===== src/rtl/wb_busif_pkg.sv =====
// Shared types and sizing helpers for the Wishbone-to-bus-interface bridge.
package wb_busif_pkg;

  typedef enum logic [1:0] {
    IDLE   = 2'd0,
    ACCESS = 2'd1,
    RESP   = 2'd2
  } state_e;

  localparam int unsigned TIMEOUT_DFLT = 16;
  localparam int unsigned WDOG_W       = $clog2(TIMEOUT_DFLT);

  // Watchdog counter width for a given timeout; never narrower than one bit.
  function automatic int unsigned wdog_width(input int unsigned timeout);
    return (timeout > 2) ? $clog2(timeout) : 1;
  endfunction

endpackage


===== src/rtl/busif_stall_timer.sv =====
// Clear/enable stall counter; tc_c flags the terminal count and freezes counting.
module busif_stall_timer #(
  parameter int unsigned WIDTH    = 4,
  parameter int unsigned TERMINAL = 15
) (
  input  logic clk,
  input  logic rst_n,
  input  logic clr,
  input  logic en,
  output logic tc_c
);

  logic [WIDTH-1:0] count;

  always_ff @(posedge clk or negedge rst_n) begin
    if (!rst_n) begin
      count <= '0;
    end else if (clr) begin
      count <= '0;
    end else if (en && !tc_c) begin
      count <= count + WIDTH'(1);
    end
  end

  assign tc_c = (count == WIDTH'(TERMINAL));

endmodule


===== src/rtl/wb_busif_bridge.sv =====
// Wishbone classic slave that issues one-clock bus-interface requests to a
// stallable slave, with a watchdog that forces an error on a stuck stall.
module wb_busif_bridge
  import wb_busif_pkg::*;
#(
  parameter logic [31:0] BASE_ADDR  = 32'h3000_0000,
  parameter logic [31:0] ADDR_SPAN  = 32'h0000_0100,
  parameter int unsigned ADDR_WIDTH = 32,
  parameter int unsigned DATA_WIDTH = 32,
  parameter int unsigned TIMEOUT    = TIMEOUT_DFLT
) (
  input  logic                    CLK,
  input  logic                    nRST,
  input  logic                    wbs_cyc_i,
  input  logic                    wbs_stb_i,
  input  logic                    wbs_we_i,
  input  logic [DATA_WIDTH/8-1:0] wbs_sel_i,
  input  logic [31:0]             wbs_adr_i,
  input  logic [DATA_WIDTH-1:0]   wbs_dat_i,
  output logic                    wbs_ack_o,
  output logic                    wbs_err_o,
  output logic [DATA_WIDTH-1:0]   wbs_dat_o,
  output logic                    wen,
  output logic                    ren,
  output logic [ADDR_WIDTH-1:0]   addr,
  output logic [DATA_WIDTH-1:0]   wdata,
  output logic [DATA_WIDTH/8-1:0] strobe,
  input  logic [DATA_WIDTH-1:0]   rdata,
  input  logic                    error,
  input  logic                    request_stall
);

  localparam int unsigned SEL_W = DATA_WIDTH / 8;
  localparam int unsigned WD_W  = wdog_width(TIMEOUT);

  state_e                  state_q, state_d;
  logic                    we_q, we_d;
  logic                    wen_d, ren_d, ack_d, err_d;
  logic [ADDR_WIDTH-1:0]   addr_d;
  logic [DATA_WIDTH-1:0]   wdata_d, dat_d;
  logic [SEL_W-1:0]        strobe_d;
  logic [31:0]             off_c;
  logic                    in_win_c;
  logic                    tc_c;
  logic                    wd_clr_c;

  // Window check on the full 32-bit address; offset wraps modulo 2^32.
  assign off_c    = wbs_adr_i - BASE_ADDR;
  assign in_win_c = (wbs_adr_i >= BASE_ADDR) && (off_c < ADDR_SPAN);

  // Watchdog only runs while a stalled request stays in ACCESS.
  assign wd_clr_c = (state_q != ACCESS) || (state_d != ACCESS);

  busif_stall_timer #(
    .WIDTH    (WD_W),
    .TERMINAL (TIMEOUT - 1)
  ) u_stall_timer (
    .clk   (CLK),
    .rst_n (nRST),
    .clr   (wd_clr_c),
    .en    (request_stall),
    .tc_c  (tc_c)
  );

  always_comb begin
    state_d  = state_q;
    we_d     = we_q;
    wen_d    = wen;
    ren_d    = ren;
    addr_d   = addr;
    wdata_d  = wdata;
    strobe_d = strobe;
    ack_d    = 1'b0;
    err_d    = 1'b0;
    dat_d    = '0;
    unique case (state_q)
      IDLE: begin
        if (wbs_cyc_i && wbs_stb_i) begin
          we_d     = wbs_we_i;
          addr_d   = ADDR_WIDTH'(off_c);
          wdata_d  = wbs_dat_i;
          strobe_d = wbs_sel_i;
          if (in_win_c) begin
            state_d = ACCESS;
            wen_d   = wbs_we_i;
            ren_d   = !wbs_we_i;
          end else begin
            state_d = RESP;
            err_d   = 1'b1;
          end
        end
      end
      ACCESS: begin
        // A master abort wins over completion: no termination is returned.
        if (!wbs_cyc_i) begin
          state_d = IDLE;
          wen_d   = 1'b0;
          ren_d   = 1'b0;
        end else if (!request_stall) begin
          state_d = RESP;
          wen_d   = 1'b0;
          ren_d   = 1'b0;
          ack_d   = !error;
          err_d   = error;
          dat_d   = (!we_q && !error) ? rdata : '0;
        end else if (tc_c) begin
          state_d = RESP;
          wen_d   = 1'b0;
          ren_d   = 1'b0;
          err_d   = 1'b1;
        end
      end
      RESP: begin
        state_d = IDLE;
      end
      default: begin
        state_d = IDLE;
        wen_d   = 1'b0;
        ren_d   = 1'b0;
      end
    endcase
  end

  always_ff @(posedge CLK or negedge nRST) begin
    if (!nRST) begin
      state_q   <= IDLE;
      we_q      <= 1'b0;
      wen       <= 1'b0;
      ren       <= 1'b0;
      addr      <= '0;
      wdata     <= '0;
      strobe    <= '0;
      wbs_ack_o <= 1'b0;
      wbs_err_o <= 1'b0;
      wbs_dat_o <= '0;
    end else begin
      state_q   <= state_d;
      we_q      <= we_d;
      wen       <= wen_d;
      ren       <= ren_d;
      addr      <= addr_d;
      wdata     <= wdata_d;
      strobe    <= strobe_d;
      wbs_ack_o <= ack_d;
      wbs_err_o <= err_d;
      wbs_dat_o <= dat_d;
    end
  end

endmodule


===== config.mk =====
export PLATFORM = sky130hd
export DESIGN_NAME = wb_busif_bridge
export DESIGN_NICKNAME = d
export VERILOG_FILES = /design/src/rtl/wb_busif_pkg.sv /design/src/rtl/busif_stall_timer.sv /design/src/rtl/wb_busif_bridge.sv
export SDC_FILE = /design/constraint.sdc
export NUM_CORES = 1
export LEC_CHECK = 0
export ABC_AREA = 1
export ABC_CLOCK_PERIOD_IN_PS = 1600
export CORE_MARGIN = 1
export CORE_UTILIZATION = 41
export CTS_CLUSTER_DIAMETER = 100
export DETAILED_ROUTE_END_ITERATION = 8
export MAX_ROUTING_LAYER = met4
export PLACE_DENSITY = 0.84
export SLEW_MARGIN = 30
export SYNTH_ARGS = -nofsm -noshare
export SYNTH_HDL_FRONTEND = slang
export SYNTH_SLANG_ARGS = --single-unit

===== constraint.sdc =====
create_clock -name CLK -period 1.6 [get_ports CLK]
set_input_delay 0.32 -clock CLK [delete_from_list [all_inputs] [get_ports CLK]]
set_output_delay 0.32 -clock CLK [all_outputs]
set_load 0.01 [all_outputs]

==> impl_metrics.env, run 1 <==
export IMPL_p_per_area_mw_per_mm2=905
export IMPL_run_status="finished, violations left"
export IMPL_drc_violation_count_after_routing=0
export IMPL_crit_path_cell_trace="clkdlybuf4s50_1"
export IMPL_cts_buffers=9
export IMPL_first_global_vias=3817
export IMPL_sw_frac_of_total=0.283
export IMPL_place_port_buffers=210
export IMPL_dp_slack_ns=-0.165
export IMPL_worst_slew_margin_rel=0.603
export IMPL_final_period_utilization=0.981
export IMPL_cell_count_of_the_worst_reg_to_reg_path=6
export IMPL_place_detailed_hpwl_microns=8100
export IMPL_ir_drop_uv=570
export IMPL_cts_root_buf="sky130_fd_sc_hd__clkbuf_8"
export IMPL_post_synth_main_area_contributors="sky130_fd_sc_hd__dfrtp_1 64%, sky130_fd_sc_hd__nand2_1 18%, sky130_fd_sc_hd__inv_1 3.9%"
export IMPL_share_comb_of_total_power=0.220
export IMPL_die_height_microns=105
export IMPL_synth_seq_area_share=0.640
export IMPL_yosys_warnings=0
export IMPL_power_frac_seq=0.529
export IMPL_finalCriticalPeriod_ns=1.57
export IMPL_die_area_sq_mm=0.0110
export IMPL_worst_ep_arrival_time_ns=1.25
export IMPL_hold_buffers_post_cts=0
export IMPL_ys_seq_elements=111
export IMPL_grt_overflow=0
export IMPL_synth_ff_type="sky130_fd_sc_hd__dfrtp_1"
export IMPL_clkSlewWorstSetupHoldPaths_ns=0.10
export IMPL_most_instantiated_library_cell_after_synthesis="sky130_fd_sc_hd__nand2_1"
export IMPL_clk_insertion_delay_late_ns=0.37
export IMPL_worst_slew_pin_slew_ns=0.595
export IMPL_worst_path_largest_cell_delay_ns=0.54
export IMPL_final_cells=831
export IMPL_number_of_antenna_diodes=0
export IMPL_synth_lib_cells_used_distinct=18
export IMPL_synthesis_area_sq_mm=0.00434
export IMPL_placeableCoreArea_sq_mm=0.0103
export IMPL_initial_utilization=0.422
export IMPL_grt_use_total=0.210
export IMPL_fin_util=0.661
export IMPL_numClockSinks=111
export IMPL_hold_path_class="primary input to async pin"
export IMPL_drive_above_1_share=0.0719
export IMPL_synth_enable_flop_cells=0
export IMPL_crit_buf_inv=1
export IMPL_setup_ws_ns=0.0298
export IMPL_floorplan_io_pins=211
export IMPL_max_cap_viol_count=0
export IMPL_dpl_cell_count=815
export IMPL_violations_in_the_final_reports="negative hold slack"
export IMPL_synth_top_cells_by_count="213 x sky130_fd_sc_hd__nand2_1, 111 x sky130_fd_sc_hd__dfrtp_1, 45 x sky130_fd_sc_hd__inv_1"
export IMPL_cp_slowest_cell="sky130_fd_sc_hd__clkdlybuf4s50_1"
export IMPL_nNetsFinal=800
export IMPL_final_max_slew_viol_count=0
export IMPL_grt_start_max_net_pins=112
export IMPL_dpl_instance_area_sq_mm=0.00663
export IMPL_cts_tree="built"
export IMPL_number_of_failing_hold_endpoints_at_the_final_stage=11
export IMPL_post_detailed_route_count_of_antenna_violating_nets=0
export IMPL_yosys_area_top_type_share=0.640
export IMPL_postLayoutCellArea_sq_mm=0.00680
export IMPL_synth_avg_cell_area_sq_um=9.23
export IMPL_netlist_top_cell_by_area="sky130_fd_sc_hd__dfrtp_1"
export IMPL_routed_wire_length_per_instance_microns=13.3
export IMPL_grt_antenna_before_repair=0
export IMPL_die_w_microns=105
export IMPL_final_setup_viol_count=0
export IMPL_cts_path_max_buffers=2
export IMPL_criticalPathCategory="flip-flop to primary output"
export IMPL_grt_first_pass_wirelength_microns=17700
export IMPL_first_pass_iters=4
export IMPL_cp_top_family="buffers and inverters"
export IMPL_area_growth_pct=56.6
export IMPL_timing_fmax_mhz=637
export IMPL_wirelength_microns=11100
export IMPL_critPathLaunch="wbs_dat_o[15]"
export IMPL_timing_critical_path_required_ns=1.28
export IMPL_routed_via_density=4.53
export IMPL_syn_inst=470
export IMPL_timing_critical_path_from_type="flip-flop"
export IMPL_path_max_fanout=1
export IMPL_endpoint_kind="primary output"
export IMPL_worst_hold_check_slack_ns=-0.00696
export IMPL_cts_max_level=3
export IMPL_clock_power_share=0.252
export IMPL_gpl_congestion=0.780
export IMPL_rr_endpoint="state_q[1]"
export IMPL_regToRegSetupSlack_ns=0.24
export IMPL_postSynthNetCount=580
export IMPL_power_switching_mw=1.74
export IMPL_drt_initial_drc_count=222
export IMPL_routed_via_count=3762
export IMPL_power_leakage_nw=4.08
export IMPL_fp_row_count=37
export IMPL_skew_ns=0.00722
export IMPL_internal_power_mw=4.41
export IMPL_postSynth_asyncResetShare=1.00
export IMPL_worstReg2RegStart="state_q[1]"
-- worst reg2reg max path, delay by kind of cell, from the launching register on --
family / cells / cell delay (ns)
AO/OA/AOI/OAI: 1 / 0.10
buffers and inverters: 2 / 0.38
flip-flops: 1 / 0.41
AND/OR/NAND/NOR: 3 / 0.37
-- how the worst max path moves through the flow --
stage	end	slack [ns]	depth (start not counted)
6_report	wbs_dat_o[15]	0.03	1
5_1_grt	wbs_dat_o[15]	-0.02	1
4_1_cts	addr[12]	0.0005	1
3_5_place_dp	ren	-0.17	11
3_3_place_gp	ren	-0.10	11
2_1_floorplan	ren	0.34	9
-- through the flow --
step	power (mW)	TNS [ns]
CTS	6.25	0
detailed placement	4.87	-2.15
floorplan	3.81	0
global placement	4.81	-0.732
finish	6.15	0
global route	6.48	-0.0173
-- cells in the final DEF (no fill, tap or decap), drive strengths merged, types with 3 or more instances in the layout --
cell and instances:
nand3 6, clkinvlp 3, ha 3, nor2 55, buf 18, clkbuf 10
o21ai 10, dfrtp 111, nand2 215, clkdlybuf4s50 111, dlygate4sd2 69, dlymetal6s2s 29
inv 46
-- sequential cells by signal, summed over array words and instances, names as in the netlist, 2 cells and up --
signal,cells
addr,32
state_q,2
strobe,4
u_stall_timer.count,4
wbs_dat_o,32
wdata,32
-- power groups by stage --
stage | Clock, mW | Sequential (mW) | Combinational, mW
3_5_place_dp | 0 | 3.32 | 1.56
5_1_grt | 1.71 | 3.29 | 1.48
2_1_floorplan | 0 | 3.45 | 0.360
3_3_place_gp | 0 | 3.30 | 1.51
6_report | 1.55 | 3.25 | 1.35
4_1_cts | 1.62 | 3.25 | 1.38
-- per-layer routing --
| metal | track usage | wire [microns] | up-vias |
|---|---|---|---|
| met1 | 0.240 | 4360 | 1749 |
| met2 | 0.361 | 5680 | 159 |
| met5 | - | 0 | - |
| li1 | - | - | 1829 |
| met4 | 0.0805 | 271 | 0 |
| met3 | 0.0443 | 736 | 25 |
-- logic make-up (layout without fill, tap and decap cells) --
| group | after synthesis | in the layout | share of synthesized area |
|---|---|---|---|
| xor gates and xnor gates | 3 | 3 | 0.00605 |
| DFF | 111 | 111 | 0.640 |
| adders and majority gates | 3 | 3 | 0.00865 |
| buffers and inverters | 63 | 288 | 0.0770 |
| and+or+nand+nor | 278 | 278 | 0.254 |
| AOI/OAI and AO/OA | 12 | 12 | 0.0147 |
-- area by class of cell --
class	count	area (sq um)
inverters	45	169
flip-flops and latches	111	2780
multi-input cells	296	1230
repair buffers	227	2260
clock buffers	10	138
well taps	136	170
fillers	852	3480
clock inverters	6	45.0
-- repair_timing --
action,in CTS,in global routing
endpoints found under the setup margin,69,29
setup buffers,0,0
gates resized for setup,69,29
No activity file was read; power rests on OpenSTA's default activity.
==> inputs of run 2 (changes only) <==
--- a/config.mk
+++ b/config.mk
@@ -6,13 +6,14 @@
 export NUM_CORES = 1
 export LEC_CHECK = 0
 export ABC_AREA = 1
-export ABC_CLOCK_PERIOD_IN_PS = 1600
+export ABC_CLOCK_PERIOD_IN_PS = 2000
+export CORE_ASPECT_RATIO = 0.9
 export CORE_MARGIN = 1
-export CORE_UTILIZATION = 41
+export CORE_UTILIZATION = 44
 export CTS_CLUSTER_DIAMETER = 100
 export DETAILED_ROUTE_END_ITERATION = 8
 export MAX_ROUTING_LAYER = met4
-export PLACE_DENSITY = 0.84
+export PLACE_DENSITY = 0.89
 export SLEW_MARGIN = 30
 export SYNTH_ARGS = -nofsm -noshare
 export SYNTH_HDL_FRONTEND = slang
==> constraint.sdc (replaced) <==
create_clock -name CLK -period 2 [get_ports CLK]
set_input_delay 0.4 -clock CLK [delete_from_list [all_inputs] [get_ports CLK]]
set_output_delay 0.4 -clock CLK [all_outputs]
set_load 0.01 [all_outputs]
==> run 2 against run 1 <==
  * The run now ends clean
  * Flip-flop and latch count unchanged
  * Global-route usage increased by 1.6 points
  * Clock power shrank 19%
  * Worst setup slack better by 0.22 ns
  * Final area decreased by 0.75%
  * Non-clock buffer count decreased by 9
  * Critical endpoint is now ren
==> impl_metrics.env, run 2 (synthesis results as in run 1) <==
export IMPL_run_status="completed"
export IMPL_ir_drop_uv=581
export IMPL_number_of_antenna_diodes=0
export IMPL_mostFrequentLayoutCells="213 x sky130_fd_sc_hd__nand2_1, 209 x sky130_fd_sc_hd__clkdlybuf4s50_1, 111 x sky130_fd_sc_hd__dfrtp_1"
export IMPL_die_area_sq_mm=0.0103
export IMPL_grt_first_pass_wirelength_microns=17300
export IMPL_final_setup_viol_count=0
export IMPL_grt_use_total=0.226
export IMPL_min_delay_path_depth=1
export IMPL_worst_ep_arrival_time_ns=1.35
export IMPL_die_w_microns=107
export IMPL_cts_max_level=3
export IMPL_cts_buffers=9
export IMPL_sw_frac_of_total=0.284
export IMPL_area_growth_pct=55.4
export IMPL_final_cells=812
export IMPL_number_of_failing_hold_endpoints_at_the_final_stage=0
export IMPL_tns_ns=0
export IMPL_cts_root_buf="sky130_fd_sc_hd__clkbuf_8"
export IMPL_routed_via_count=3741
export IMPL_power_frac_seq=0.513
export IMPL_fp_row_count=34
export IMPL_cell_count_of_the_worst_reg_to_reg_path=10
export IMPL_worst_slew_margin_rel=0.729
export IMPL_final_max_slew_viol_count=0
export IMPL_post_cts_resized_instances=0
export IMPL_worst_hold_check_slack_ns=0.475
export IMPL_floorplan_io_pins=211
export IMPL_place_detailed_hpwl_microns=8450
export IMPL_hold_path_class="flip-flop to flip-flop"
export IMPL_placeableCoreArea_sq_mm=0.00961
export IMPL_clock_power_share=0.245
export IMPL_nNetsFinal=791
export IMPL_cp_slowest_cell="sky130_fd_sc_hd__clkdlybuf4s50_1"
export IMPL_wirelength_microns=11200
export IMPL_reg_top3="addr: 32 flops, wbs_dat_o: 32 flops, wdata: 32 flops"
export IMPL_routed_wire_length_per_instance_microns=13.8
export IMPL_fin_total_pwr_mw=5.11
export IMPL_worst_hold_path_endpoint="u_stall_timer.count[0]"
export IMPL_regToRegSetupSlack_ns=0.54
export IMPL_timing_critical_path_from_type="flip-flop"
export IMPL_crit_path_cell_trace="clkdlybuf4s50_1"
export IMPL_mostFrequentLayoutCell="sky130_fd_sc_hd__nand2_1"
export IMPL_final_period_utilization=0.875
export IMPL_criticalPathCategory="flip-flop to primary output"
export IMPL_hold_buffers_post_cts=1
export IMPL_fin_util=0.702
export IMPL_p_per_area_mw_per_mm2=757
export IMPL_power_leakage_nw=3.38
export IMPL_grt_overflow=0
export IMPL_worst_path_largest_cell_delay_ns=0.60
export IMPL_gpl_congestion=0.819
export IMPL_clk_insertion_delay_late_ns=0.35
export IMPL_endpoint_kind="primary output"
export IMPL_skew_ns=0.0116
export IMPL_timing_fmax_mhz=572
export IMPL_power_switching_mw=1.45
export IMPL_initial_utilization=0.451
export IMPL_finalCriticalPeriod_ns=1.75
export IMPL_share_comb_of_total_power=0.242
export IMPL_worstReg2RegStart="u_stall_timer.count[0]"
export IMPL_first_pass_iters=6
export IMPL_path_max_fanout=2
export IMPL_cts_tree="built"
export IMPL_routed_via_density=4.61
export IMPL_grt_start_max_net_pins=59
export IMPL_grt_antenna_before_repair=0
export IMPL_max_cap_viol_count=0
export IMPL_dpl_cell_count=795
export IMPL_die_height_microns=96.2
export IMPL_timing_critical_path_required_ns=1.60
export IMPL_internal_power_mw=3.66
export IMPL_numClockSinks=111
export IMPL_drt_initial_drc_count=212
export IMPL_clkSlewWorstSetupHoldPaths_ns=0.11
export IMPL_rr_endpoint="wen"
export IMPL_cts_setup_buffers=0
export IMPL_grt_setup_unrepaired="false"
export IMPL_cts_path_max_buffers=2
export IMPL_crit_buf_inv=1
export IMPL_place_port_buffers=210
export IMPL_drive_above_1_share=0.0583
export IMPL_worst_slew_pin_slew_ns=0.406
export IMPL_worst_hold_startpoint="u_stall_timer.count[0]"
export IMPL_drc_violation_count_after_routing=0
export IMPL_first_global_vias=3748
export IMPL_cp_top_family="buffers and inverters"
export IMPL_post_detailed_route_count_of_antenna_violating_nets=0
-- run 2: power groups by stage --
stage                     logic [mW]  registers [mW]  clock network [mW]
after floorplan                0.288            2.76                   0
after global placement          1.20            2.65                   0
after detailed placement        1.24            2.66                   0
after CTS                       1.25            2.62                1.29
after global routing            1.35            2.65                1.37
final                           1.23            2.62                1.25
-- run 2: worst max path at each step --
stage | start | endpoint | slack [ns] | cells past startpoint
6_report | ren | ren | 0.25 | 1
2_1_floorplan | u_stall_timer.count[0] | ren | 0.74 | 9
3_5_place_dp | wbs_adr_i[28] | wen | 0.18 | 11
5_1_grt | wen | wen | 0.19 | 1
4_1_cts | ren | ren | 0.24 | 1
3_3_place_gp | wbs_cyc_i | addr[25] | 0.25 | 7
-- run 2: area by class of cell --
| cell class | instances | area [sq um] |
|---|---|---|
| sequential | 111 | 2780 |
| tap | 126 | 158 |
| timing repair buffer | 218 | 2220 |
| fill | 711 | 2870 |
| multi-input combinational | 296 | 1230 |
| clock inverter | 7 | 58.8 |
| inverter | 45 | 169 |
| clock buffer | 9 | 124 |
-- run 2: metrics by stage --
stage                     area [sq um]  setup slack, ns
final                             6750            0.251
after global routing              6750            0.191
after CTS                         6750            0.240
after detailed placement          6550            0.176
after global placement            6550            0.250
after floorplan                   4340            0.738
-- run 2: metal layers --
layer / up-vias / global-route usage / wire length (microns)
met4: 0 / 0.0628 / 180
met2: 147 / 0.396 / 5720
li1: 1812 / - / -
met3: 16 / 0.0575 / 742
met1: 1766 / 0.260 / 4550
met5: - / - / 0
